`config.mk`:
```
export PLATFORM = sky130hd
export DESIGN_NAME = pipe_datapath
export DESIGN_NICKNAME = d
export VERILOG_FILES = /design/src/rtl/pipe_datapath.sv
export SDC_FILE = /design/constraint.sdc
export NUM_CORES = 2
export LEC_CHECK = 0
export BUFFER_PORTS_ARGS = -buffer_cell sky130_fd_sc_hd__buf_2
export CORE_MARGIN = 4
export CORE_UTILIZATION = 60
export DETAILED_ROUTE_END_ITERATION = 6
export GPL_TIMING_DRIVEN = 1
export PLACE_DENSITY_LB_ADDON = 0.08
export SLEW_MARGIN = 15
export SYNTH_ARGS = -nofsm -noshare
export SYNTH_HDL_FRONTEND = slang
export SYNTH_SLANG_ARGS = --single-unit
export TNS_END_PERCENT = 20
```
`constraint.sdc`:
```
create_clock -name clk -period 4.7 [get_ports clk]
set_input_delay 0.235 -clock clk [delete_from_list [all_inputs] [get_ports clk]]
set_output_delay 0.235 -clock clk [all_outputs]
set_load 0.01 [all_outputs]
```
`src/rtl/pipe_datapath.sv`:
```
// pipe_datapath: three-stage (issue/EX/WB) ALU datapath with register file.
// Optional forwarding when PIPE_DATAPATH_FORWARD_EN is defined, else hazards stall.
module pipe_datapath #(
    parameter int A_WIDTH = 5,
    parameter int D_WIDTH = 32
) (
    input  logic               clk,
    input  logic               rst_n,
    input  logic               in_valid,
    output logic               in_ready,
    input  logic [A_WIDTH-1:0] rs1,
    input  logic [A_WIDTH-1:0] rs2,
    input  logic [A_WIDTH-1:0] rd,
    input  logic               reg_write,
    input  logic               alu_src,
    input  logic [D_WIDTH-1:0] imm,
    input  logic [2:0]         alu_ctrl,
    output logic [D_WIDTH-1:0] result,
    output logic               result_valid,
    output logic [A_WIDTH-1:0] result_rd,
    output logic               eq,
    output logic [D_WIDTH-1:0] a0
);

    localparam int NREG = 1 << A_WIDTH;
    localparam int SH   = $clog2(D_WIDTH);

    logic [D_WIDTH-1:0] regs [NREG];

    logic               ex_valid;
    logic               ex_we;
    logic [A_WIDTH-1:0] ex_rd;
    logic [2:0]         ex_ctrl;
    logic [D_WIDTH-1:0] ex_op1;
    logic [D_WIDTH-1:0] ex_op2;

    logic               wb_valid;
    logic               wb_we;
    logic [A_WIDTH-1:0] wb_rd;
    logic [D_WIDTH-1:0] wb_result;
    logic               wb_eq;

    logic [D_WIDTH-1:0] alu_out;
    logic [D_WIDTH-1:0] rf1;
    logic [D_WIDTH-1:0] rf2;
    logic [D_WIDTH-1:0] src1;
    logic [D_WIDTH-1:0] src2;
    logic [D_WIDTH-1:0] op2;
    logic               use2;
    logic               ex_m1;
    logic               ex_m2;
    logic               wb_m1;
    logic               wb_m2;
    logic               issue;

    // hazard matching against the writing ops in EX and WB; x0 never matches
    always_comb begin
        use2  = ~alu_src;
        ex_m1 = ex_valid && ex_we && (rs1 != '0) && (rs1 == ex_rd);
        wb_m1 = wb_valid && wb_we && (rs1 != '0) && (rs1 == wb_rd);
        ex_m2 = use2 && ex_valid && ex_we && (rs2 != '0) && (rs2 == ex_rd);
        wb_m2 = use2 && wb_valid && wb_we && (rs2 != '0) && (rs2 == wb_rd);
        rf1   = (rs1 == '0) ? '0 : regs[rs1];
        rf2   = (rs2 == '0) ? '0 : regs[rs2];
    end

`ifdef PIPE_DATAPATH_FORWARD_EN
    // operand select with bypass; the younger EX result wins over WB
    always_comb begin
        src1     = ex_m1 ? alu_out : (wb_m1 ? wb_result : rf1);
        src2     = ex_m2 ? alu_out : (wb_m2 ? wb_result : rf2);
        in_ready = 1'b1;
    end
`else
    // operands straight from the file; hold off issue until the producer retires
    always_comb begin
        src1     = rf1;
        src2     = rf2;
        in_ready = !(in_valid && (ex_m1 || wb_m1 || ex_m2 || wb_m2));
    end
`endif

    assign op2   = alu_src ? imm : src2;
    assign issue = in_valid && in_ready;

    // EX-stage ALU
    always_comb begin
        alu_out = '0;
        unique case (ex_ctrl)
            3'b000: alu_out = ex_op1 + ex_op2;
            3'b001: alu_out = ex_op1 - ex_op2;
            3'b010: alu_out = ex_op1 & ex_op2;
            3'b011: alu_out = ex_op1 | ex_op2;
            3'b100: alu_out = ex_op1 ^ ex_op2;
            3'b101: alu_out = ex_op1 << ex_op2[SH-1:0];
            3'b110: alu_out = ex_op1 >> ex_op2[SH-1:0];
            3'b111: alu_out = {{(D_WIDTH-1){1'b0}},
                               ($signed(ex_op1) < $signed(ex_op2))};
            default: alu_out = '0;
        endcase
    end

    // issue into EX: capture operands and control
    always_ff @(posedge clk) begin
        if (!rst_n) begin
            ex_valid <= 1'b0;
            ex_we    <= 1'b0;
            ex_rd    <= '0;
            ex_ctrl  <= '0;
            ex_op1   <= '0;
            ex_op2   <= '0;
        end else begin
            ex_valid <= issue;
            if (issue) begin
                ex_we   <= reg_write;
                ex_rd   <= rd;
                ex_ctrl <= alu_ctrl;
                ex_op1  <= src1;
                ex_op2  <= op2;
            end
        end
    end

    // EX to WB: register ALU result and compare flag
    always_ff @(posedge clk) begin
        if (!rst_n) begin
            wb_valid  <= 1'b0;
            wb_we     <= 1'b0;
            wb_rd     <= '0;
            wb_result <= '0;
            wb_eq     <= 1'b0;
        end else begin
            wb_valid <= ex_valid;
            if (ex_valid) begin
                wb_we     <= ex_we;
                wb_rd     <= ex_rd;
                wb_result <= alu_out;
                wb_eq     <= (ex_op1 == ex_op2);
            end
        end
    end

    // register file write-back; reset wins so in-flight ops never land
    always_ff @(posedge clk) begin
        if (!rst_n) begin
            for (int i = 0; i < NREG; i++) regs[i] <= '0;
        end else if (wb_valid && wb_we && (wb_rd != '0)) begin
            regs[wb_rd] <= wb_result;
        end
    end

    assign result       = wb_result;
    assign result_valid = wb_valid;
    assign result_rd    = wb_rd;
    assign eq           = wb_eq;
    assign a0           = regs[10];

endmodule

```
After elaboration in Yosys (flattened, before gate mapping)
Memories as Yosys holds them, arrays and structs flattened.
Cells that the tools add are included.

storage, ports and cells
  bits of input ports = 55
  bits in writable memories = 1024
  memories kept = 1
  register bits after elaboration = 114
  output and inout bits = 72
  word-level logic and storage cells = 72

memories
  memory  words  bits a word  read ports  clocked after Yosys merged registers in  wr ports  RTL line  source
  regs    32     32           3           0                                        32        28        logic [D_WIDTH-1:0] regs [NREG];

cells by class
  bitwise logic cells = 4
  $add $sub $neg = 2
  reduce and logical (&&, ||, !) cells = 28
  muxes and demuxes = 11
  magnitude comparators = 1
  equal/unequal tests = 12
  shifts and indexed selects = 2

operator list
  cell                                                                   number
  32-bit one-hot mux with 8 select lines                                 1
  32-bit two-way mux                                                     4
  32-bit adder                                                           1
  32-bit bitwise AND                                                     1
  32-bit equality test                                                   1
  32-bit < comparator                                                    1
  32-bit OR                                                              1
  32-bit OR reduction                                                    1
  32-bit by 5-bit left shift with 32-bit output                          1
  32-bit by 5-bit >> shifter with 32-bit output                          1
  32-bit subtractor                                                      1
  32-bit XOR                                                             1
  5-bit equality test                                                    4
  1-bit logical AND                                                      17
  5-bit nonzero test                                                     3
  3-bit equality test, second input constant                             4
  5-bit zero test                                                        2
  3-bit by 2-bit equality test with 1-bit output, second input constant  2
  1-bit two-way mux                                                      5
  5-bit two-way mux                                                      1
  3-bit by 1-bit equality test with 1-bit output, second input constant  1
  3-bit zero test                                                        1
  1-bit logical OR                                                       3
  1-bit zero test                                                        1
  1-bit inverter                                                         1

Longest topological paths before layout
  word-level depth = 10
  mapped depth = 16
  depth with buffers taken out = 12

Worst setup path before layout
No wires, ideal clock.

  kind = flip-flop to flip-flop
  start = register wb_rd[4], in the netlist result_rd[4]
  end = memory regs[12][0], enable pin
  arrival = 3.906 ns
  period minus slack after synthesis = 4.371 ns
  buffers on the path = 4
  slack = 0.329 ns
  setup time = 0.466 ns
  cell stages (with the launch flop) = 8
  data required time = 4.234 ns
  cell sequence = dfxtp_1 clkbuf_1 or3_1 clkbuf_1 nand3b_1 clkbuf_1 buf_1 o21ai_0

RTL lines
  item                      RTL line  source
  start: declaration        39        logic [A_WIDTH-1:0] wb_rd;
  start signal: assignment  136       wb_rd <= ex_rd;
  end: declaration          28

Worst setup path after layout
  start = register ex_op1[4]
  end = register wb_result[17], in the netlist result[17]

between the ends
  cells in the longest elaborated chain, start to end = 2
  elaborated cells on any way between the ends = 5
  classes of those cells = add/sub: 2; shift: 2; mux: 1

RTL lines
  item                                             RTL line  source
  start: declaration                               34        logic [D_WIDTH-1:0] ex_op1;
  start signal: assignment                         118       ex_op1 <= src1;
  32-bit subtractor, or another cell as far along  91        3'b001: alu_out = ex_op1 - ex_op2;
  32-bit one-hot mux with 8 select lines (*)       89        unique case (ex_ctrl)
  end signal: assignment                           137       wb_result <= alu_out;
  end: declaration                                 40        logic [D_WIDTH-1:0] wb_result;

Every way passes the cells marked *; elsewhere a longest branch is shown, timed or not.
A chain may end at the register's enable or synchronous reset.

==> metrics.md <==
| Metric | Value |
|---|---|
| Wire per inst | 39.10 um |
| Share of cells above drive strength 1 | 0.2770 |
| Portion of netlist area occupied by mux cells | 0.2543 |
| Top FF cell, synth | edfxtp_1 |
| Share of the synthesized area in the top cell type | 0.4615 |
| Via density | between 7 and 8 |
| Avg Inst Size Synth | 13.74 um2 |
| Mapped cell area | 66620 um2 |
| Core ar. | 109600 um2 |
| # IOs | 127 |
| DRC | 0 |
| Critical Path RT | around 5300 ps |
| Maxcap violations | 0 |
| Hold Path Depth | 3 |
| Slew Limit Fails | 0 |
| GPL Wtd Cong | 0.9893 |
| Min Hold Slack | between 30 and 40 ps |
| Async SR Flop Fraction | 0 |
| GRT Total Usage | 0.4339 |
| Antenna-violating nets left | 0 |
| M1 GR Usage | 0.5942 |
| Synth Warn # | 0 |
| Fmax | 0.2419 GHz |
| Post-Synth Adder-Cell Area | 0.01882 |
| Wirelength, routed | 252400 um |
| LEAKAGE | approximately 0.027 uW |
| Status | finished, final reports clean |
| Setup CP Type | reg2reg |
| Class of the worst hold path | in2reg |
| Die outline height | 341.2 um |
| I/O Buffers | 126 |
| Tmin final | 4134 ps |
| Post-DP HPWL | between 150000 and 200000 um |
| Die W | 341.2 um |
| Hold Vio Cnt, Final | 0 |
| Post-synthesis simple-gate area fraction | 0.1276 |
| Max clock buf depth | 3 |
| Area contributors post-synth | edfxtp_1 (46%), mux4_2 (23%), and2_1 (9.1%), dfxtp_1 (3.4%), clkbuf_1 (2.3%) |
| Initial core utilization | 0.6078 |
| NumNets Final | approximately 5000 |
| Largest net degree at the start of global routing | 103 |
| RSZ-0062 raised after global routing | false |
| FP Rows | 121 |
| Clock sink count | 1138 |
| Worst path arrival time | 4730 ps |
| #FFs+latches synth | 1138 |
| M3 GR Usage | 0.1318 |
| Setup violators final | 0 |
| Vias in the first global route | roughly 46000 |
| Worst-Skew Late Latency | 750 ps |
| Post-CTS Setup Inserts | 0 |
| Clock root cell | clkbuf_16 |
| Filler cell count | between 7000 and 8000 |
| Max Fanout on Critical Path | 10 |
| Netlist cell types | 75 |
| Seq/Total Area, Yosys | 0.4958 |
| GRT Residual Overflow | 0 |
| Power per cell area | 347.8 nW/um2 |
| Clock-pin transition on the worst setup and hold timing paths | 60 ps |
| GR peak layer | met2 |
| Overall Power | ~26000 uW |
| DRT iter0 DRCs | 8050 |
| Largest family of logic cells by synthesized area | multiplexers |
| Initial antenna violation count | 28 |
| First-pass GRT wire length | between 300000 and 400000 um |
| Fin cells | ~6500 |
| Routed vias | 47970 |
| Synth Instances | 4849 |
| Slew HR | 0.1956 |
| CTS tree | built |
| Num CTS Buffers | 118 |
| Crit end category | flip-flop |
| VDD IR-drop max | 429.4 uV |
| Pre-CTS setup slack | around 750 ps |
| Number of flops mapped to enable cells by yosys | 1024 |
| Worst Reg-to-Reg Cells | 11 |
| Htree depth | 3 |
| Compound-Gate Fraction of Synth Area | 0.06335 |
| Final WS setup | roughly 570 ps |
| Detailed Routing Iterations Pass 1 | 6 |
| Synth Area in XOR/XNOR | 0.004338 |
| Final period util | 0.8796 |
| Leading area contributor after synthesis | edfxtp_1 |
| DP Cell Count | between 6000 and 7000 |
| Met2 usage | 0.6329 |
| Die Area | 116400 um2 |
| CP Launch Type | flip-flop |
| Setup TNS | 0 ps |
| Area grow syn2layout | 11.83% |
| Clock skew | 41.45 ps |
| Slew @ Worst Pin | 1205 ps |
-- cell usage after synthesis (all sizes together), types with 75 or more instances --
cell type	count
edfxtp	1024
and2	966
mux4	695
clkbuf	406
nor2	231
o21ai	159
a21oi	131
nand2	123
dfxtp	114
inv	105
buf	102
ha	97
nor3	75
-- stage by stage --
step	area [um2]	util
after floorplan	66740	-
after detailed placement	70010	0.6387
after global placement	70010	0.6387
after CTS	74450	0.6793
after global routing	74460	0.6793
final	74510	0.6797
-- flip-flops by register name, indices dropped and copies added, names as in the netlist --
register,flops
result,32
result_rd,5
eq,1
ex_valid,1
regs,1024
ex_we,1
ex_op1,32
ex_ctrl,3
wb_we,1
ex_op2,32
ex_rd,5
result_valid,1
-- worst paths after layout --
kind                                start          to  slack, ps
worst max-delay path            ex_op1[4]  result[17]        570
worst min-delay path               imm[0]   ex_op2[0]         30
worst max register to register  ex_op1[4]  result[17]        570
worst min register to register         eq          eq        480
-- layer usage --
layer / part of all wire / up-vias
li1: - / 18680
met4: 0.065 / 10
met1: 0.35 / 24270
met3: 0.15 / 791
met5: 0.00058 / -
met2: 0.44 / 4211
-- kinds of logic after synthesis --
kind of cell / after synthesis
buffers and inverters: 615
xor gates and xnor gates: 33
and+or+nand+nor: 1514
muxes: 815
DFF: 1138
other: 1
adders and majority gates: 99
AOI/OAI and AO/OA: 634
-- layout make-up --
class	instances	area, um2	area share
clock buffers	128	3033	0.04071
well taps	1476	1847	0.02479
inverters	107	406.6	0.005458
flip-flops and latches	1138	33050	0.4435
repair buffers	366	3138	0.04212
clock inverters	94	1032	0.01385
multi-input cells	3127	31950	0.4289
diodes	20	50.05	0.0006717
-- timing repair --
item,in CTS,in global routing
endpoints found under the hold margin,30,0
resized for setup,0,0
hold buffers,38,0
-- report_power, final --
part	internal [uW]	leakage, uW	switching (uW)
logic	1610	0.0130	2580
registers	11400	0.0115	352
clock network	5750	0.00199	4230
total	18800	0.0265	7160
-- cell usage in the layout (no fill, tap or decap), drive strengths merged, types with 11 or more instances in the layout --
cell / instances
edfxtp: 1024
and2: 966
mux4: 695
buf: 328
nor2: 231
o21ai: 159
a21oi: 131
clkbuf: 128
nand2: 123
dfxtp: 114
inv: 109
ha: 97
nor3: 75
mux2: 69
clkinv: 66
a211oi: 61
a22oi: 52
mux2i: 51
a221oi: 48
dlygate4sd3: 38
conb: 32
o211ai: 26
nand3: 25
xnor2: 24
diode: 20
bufinv: 20
a31oi: 17
nor4: 16
a21o: 16
or3: 15
o22ai: 15
a211o: 13
o21a: 12
o2111ai: 11
-- critical path, cell delays in order (launching register included) --
cell      delay, ps
dfxtp_1         600
inv_1           120
ha_1            460
nor3_1          560
o21ai_0         310
a211o_1         420
and2_1          170
o31ai_1         530
a311oi_1        200
a211oi_1        310
mux2i_1         200
o21ai_0          90
Power figures use the tool's default switching activity.
